==> config.mk <==
export PLATFORM = sky130hd
export DESIGN_NAME = dmem_responder
export DESIGN_NICKNAME = d
export VERILOG_FILES = /design/src/rtl/dmem_responder.sv
export SDC_FILE = /design/constraint.sdc
export NUM_CORES = 1
export LEC_CHECK = 0
export ABC_AREA = 1
export BUFFER_PORTS_ARGS = -buffer_cell sky130_fd_sc_hd__buf_2
export CORE_UTILIZATION = 55
export DETAILED_ROUTE_END_ITERATION = 12
export PLACE_DENSITY = 0.72
export REMOVE_ABC_BUFFERS = 1
export SYNTH_ARGS = -nofsm -noshare
export SYNTH_HDL_FRONTEND = slang
export SYNTH_SLANG_ARGS = --single-unit
==> constraint.sdc <==
create_clock -name clk -period 4.9 [get_ports clk]
set_input_delay 0.49 -clock clk [delete_from_list [all_inputs] [get_ports clk]]
set_output_delay 0.49 -clock clk [all_outputs]
set_load 0.02 [all_outputs]
==> src/rtl/dmem_responder.sv <==
// Multi-cycle data-memory responder: one outstanding load/store, fixed wait states,
// word-addressed register array with byte-lane strobes and out-of-range error.
module dmem_responder #(
  parameter int DATA_WIDTH  = 32,
  parameter int DEPTH_LOG2  = 4,
  parameter int WAIT_STATES = 2
) (
  input  logic                    clk,
  input  logic                    rst,
  input  logic                    req_valid,
  input  logic                    req_write,
  input  logic [DATA_WIDTH-1:0]   req_addr,
  input  logic [DATA_WIDTH-1:0]   req_wdata,
  input  logic [DATA_WIDTH/8-1:0] req_wstrb,
  output logic                    req_ready,
  output logic                    resp_valid,
  output logic [DATA_WIDTH-1:0]   resp_rdata,
  output logic                    resp_error,
  output logic                    busy
);

  // state  | meaning
  // S_IDLE | ready, request accepted and latched on req_valid
  // S_WAIT | counting down WAIT_STATES idle cycles
  // S_RESP | one-cycle response pulse, data/error presented

  localparam int DEPTH = 1 << DEPTH_LOG2;
  localparam int NB    = DATA_WIDTH / 8;

  typedef enum logic [1:0] {S_IDLE, S_WAIT, S_RESP} state_t;

  state_t                  state_q, state_d;
  logic [3:0]              cnt_q;
  logic                    wr_q;
  logic [DATA_WIDTH-1:0]   addr_q;
  logic [DATA_WIDTH-1:0]   wdata_q;
  logic [NB-1:0]           wstrb_q;
  logic [DATA_WIDTH-1:0]   mem_q [DEPTH];
  logic [DATA_WIDTH-1:0]   rdata_q;
  logic                    err_q;

  logic                    cur_write;
  logic [DATA_WIDTH-1:0]   cur_addr;
  logic [DATA_WIDTH-1:0]   cur_wdata;
  logic [NB-1:0]           cur_wstrb;
  logic                    in_range;
  logic [DEPTH_LOG2-1:0]   idx;
  logic                    commit;

  // With zero wait states RESP is entered straight from IDLE, so the commit
  // must use the live request rather than the not-yet-latched copy.
  assign cur_write = (state_q == S_IDLE) ? req_write : wr_q;
  assign cur_addr  = (state_q == S_IDLE) ? req_addr  : addr_q;
  assign cur_wdata = (state_q == S_IDLE) ? req_wdata : wdata_q;
  assign cur_wstrb = (state_q == S_IDLE) ? req_wstrb : wstrb_q;
  assign in_range  = (cur_addr[DATA_WIDTH-1:DEPTH_LOG2] == '0);
  assign idx       = cur_addr[DEPTH_LOG2-1:0];
  assign commit    = (state_d == S_RESP) && (state_q != S_RESP);

  always_comb begin
    state_d = state_q;
    case (state_q)
      S_IDLE: if (req_valid) state_d = (WAIT_STATES > 0) ? S_WAIT : S_RESP;
      S_WAIT: if (cnt_q == 4'd1) state_d = S_RESP;
      S_RESP: state_d = S_IDLE;
      default: state_d = S_IDLE;
    endcase
  end

  always_ff @(posedge clk or negedge rst) begin
    if (!rst) begin
      state_q <= S_IDLE;
      cnt_q   <= '0;
      wr_q    <= 1'b0;
      addr_q  <= '0;
      wdata_q <= '0;
      wstrb_q <= '0;
    end else begin
      state_q <= state_d;
      if (state_q == S_IDLE && req_valid) begin
        cnt_q   <= 4'(WAIT_STATES);
        wr_q    <= req_write;
        addr_q  <= req_addr;
        wdata_q <= req_wdata;
        wstrb_q <= req_wstrb;
      end else if (state_q == S_WAIT) begin
        cnt_q <= cnt_q - 4'd1;
      end
    end
  end

  always_ff @(posedge clk or negedge rst) begin
    if (!rst) begin
      for (int i = 0; i < DEPTH; i++) mem_q[i] <= '0;
      rdata_q <= '0;
      err_q   <= 1'b0;
    end else if (commit) begin
      if (cur_write && in_range) begin
        for (int b = 0; b < NB; b++)
          if (cur_wstrb[b]) mem_q[idx][b*8 +: 8] <= cur_wdata[b*8 +: 8];
      end
      rdata_q <= (!cur_write && in_range) ? mem_q[idx] : '0;
      err_q   <= !in_range;
    end
  end

  assign req_ready  = (state_q == S_IDLE);
  assign busy       = (state_q != S_IDLE);
  assign resp_valid = (state_q == S_RESP);
  assign resp_rdata = resp_valid ? rdata_q : '0;
  assign resp_error = resp_valid & err_q;

endmodule

==> run metrics <==
Cell Pwr Density 581 nW/um2; final hold violations 0; met3 wire length 7.72 mm; met1 WL 40.2 mm; Detailed Place HPWL 60.0 mm; Starting Density 55.7%; Synth area leaders dfrtp_1 (48%), nand2_1 (37%), inv_1 (7.0%); Worst setup EP type flop; share of cells above drive strength 1 7.34%; GR Overflow Total 0; RSZ-0062 raised after global routing no; Seq/Total Area, Yosys 48.3%; Layout Skew 0.0250 ns; #FFs+latches synth 620; Antenna Cells 0; area leader, netlist dfrtp_1; Die ar. 59,400 um2; Arr. time, crit path 4.18 ns; Die Wd 244 um; main flop type after synthesis dfrtp_1; Post-DRT Antenna Nets 0; total CTS buffers 68; final wirelength 95.7 mm; vias in the first global route 27,500; synth cell count leaders nand2_1 (3,158), dfrtp_1 (620), inv_1 (597); Max Buffers Root-to-Sink 3; worst reg2reg setup slack 1.22 ns; Hold Startpoint req_addr[21]; post-layout min period 3.68 ns; fin. max-slew vios 0; # setup viols final 0; Core Region 57,700 um2; IO Count 108; top-count cell post-synth nand2_1; TNS Setup 0 ns; Avg Vias per Cell 5.07; WL/cell 16.5 um; Final Wtd Congestion 0.876; area share of the largest cell type after synthesis 48.3%; max-cap violations 0; status complete, no violations; Fmax 271 MHz; CTS Sinks 620; H-tree levels 3; DRC errors left 0; Setup crit start kind flop; Worst-Margin Slew 1.11 ns; gr usage total 32.9%; Max IR drop VDD 942 uV; later-pin clock latency in the skew report 0.62 ns; WL met2 43.5 mm; reg2reg path depth 15; slew margin rel. 25.7%; critical path type reg -> reg; Final Cycle Share 75.2%; hold-critical path endpoint addr_q[21]; Clk pin slew, worst setup/hold paths 0.06 ns; Resized cells post-CTS 0; LEAKAGE 20.7 nW; Fill cells 5,470; Hold Path Class in -> reg; crit-path max FO 141; initial antenna violation count 2; DR pass1 iterations 5; post-layout power 20.8 mW; Iteration-0 DRC Markers 2,928; area grow syn2layout 11.7%; CTS tree done; FF-to-FF End rdata_q[27]; Cell Area, Synth 32,100 um2; CTS root buf clkbuf_16; Synth Instances 4,909; CP required 5.40 ns; Hold Path Cell Cnt 3; row cnt 88; synth unique cells 24; worst r2r src state_q[1]; Avg Cell Area, Syn 6.55 um2; first-pass GRT wire length 152 mm; vias 29,400; Post-synth ARST share 100%; chip height 244 um; top sig layer met5; synth warn 0; # port buffers 107; final layout net count 5,046; largest net degree at the start of global routing 142; count of flip-flops with a built-in enable after synthesis 0; utilization after layout 62.2%
cells by family after synthesis:
| family | Yosys count | share of synthesized area [%] |
|---|---|---|
| flops | 620 | 48.3 |
| simple gates | 3392 | 40.5 |
| compound gates | 107 | 1.69 |
| fa+ha+maj | 2 | 0.0779 |
| buf+inv | 788 | 9.43 |
per-stage QoR:
step | instances | worst slack (ns) | cell area [um2] | hold slack (ns)
6_report | 5789 | 1.22 | 35900 | 0.0971
5_1_grt | 5789 | 1.00 | 35900 | 0.0954
4_1_cts | 5789 | 1.32 | 35900 | 0.0733
3_5_place_dp | 5666 | 1.35 | 33500 | 0.455
3_3_place_gp | 5666 | 1.36 | 33500 | 0.451
2_1_floorplan | 4739 | -3.51 | 31400 | 0.194
worst max-delay path by stage:
stage / end / cells past startpoint / from
after floorplan: mem_q[504] / 9 / state_q[1]
after global placement: rdata_q[8] / 15 / state_q[1]
after detailed placement: rdata_q[27] / 15 / state_q[1]
after CTS: rdata_q[27] / 15 / state_q[1]
after global routing: rdata_q[10] / 14 / state_q[1]
final: rdata_q[27] / 15 / state_q[1]
state kept, by name, summed over array words and instances (netlist names):
| signal | cells |
|---|---|
| cnt_q | 4 |
| mem_q | 512 |
| state_q | 2 |
| wr_q | 1 |
| rdata_q | 32 |
| addr_q | 32 |
| err_q | 1 |
| wstrb_q | 4 |
| wdata_q | 32 |
power breakdown:
part / internal, mW / switching (mW)
combinational: 2.41 / 7.42
sequential: 5.42 / 0.150
clock: 3.28 / 2.15
total: 11.1 / 9.72
critical path, cell delays in order, from the launching register on:
cell and delay (ns):
dfrtp_1 0.41, inv_1 0.07, nand2_1 0.55, buf_4 0.43, nand2_1 0.17, nand2_4 0.41, buf_12 0.58, nand2_1 0.11
nand2_1 0.09, nand2_1 0.08, nand2_1 0.17, nand2_1 0.08, nand2_1 0.13, nor2_1 0.07, nand2_1 0.05, nand2_1 0.06
area by class of cell:
class	instances	area (um2)	area share, %
multi-input cells	3501	13700	38.1
clock buffers	100	2100	5.85
inverters	618	2320	6.47
well taps	765	957	2.67
flip-flops and latches	620	15500	43.2
clock inverters	22	263	0.732
repair buffers	163	1040	2.91
cell usage in the layout, fill, tap and decap left out, drive strengths merged, types with 6 or more instances in the layout:
cell type,synthesis,routed
dfrtp,620,620
nand3,49,49
inv,618,618
clkinv,0,15
nand2,3167,3167
clkbuf,115,100
nor2,167,167
nand4,6,6
bufinv,0,6
buf,55,162
o21ai,105,105
repair_timing:
item	4_1_cts	5_1_grt
endpoints found under the hold margin	18	0
hold buffers	1	0
buffers inserted	0	0
routing by layer:
metal	track usage, %	vias up
met1	44.4	13600
met4	14.7	2
met5	0	-
li1	-	14400
met2	51.4	1118
met3	6.48	237
No activity file was read; power rests on OpenSTA's default activity.
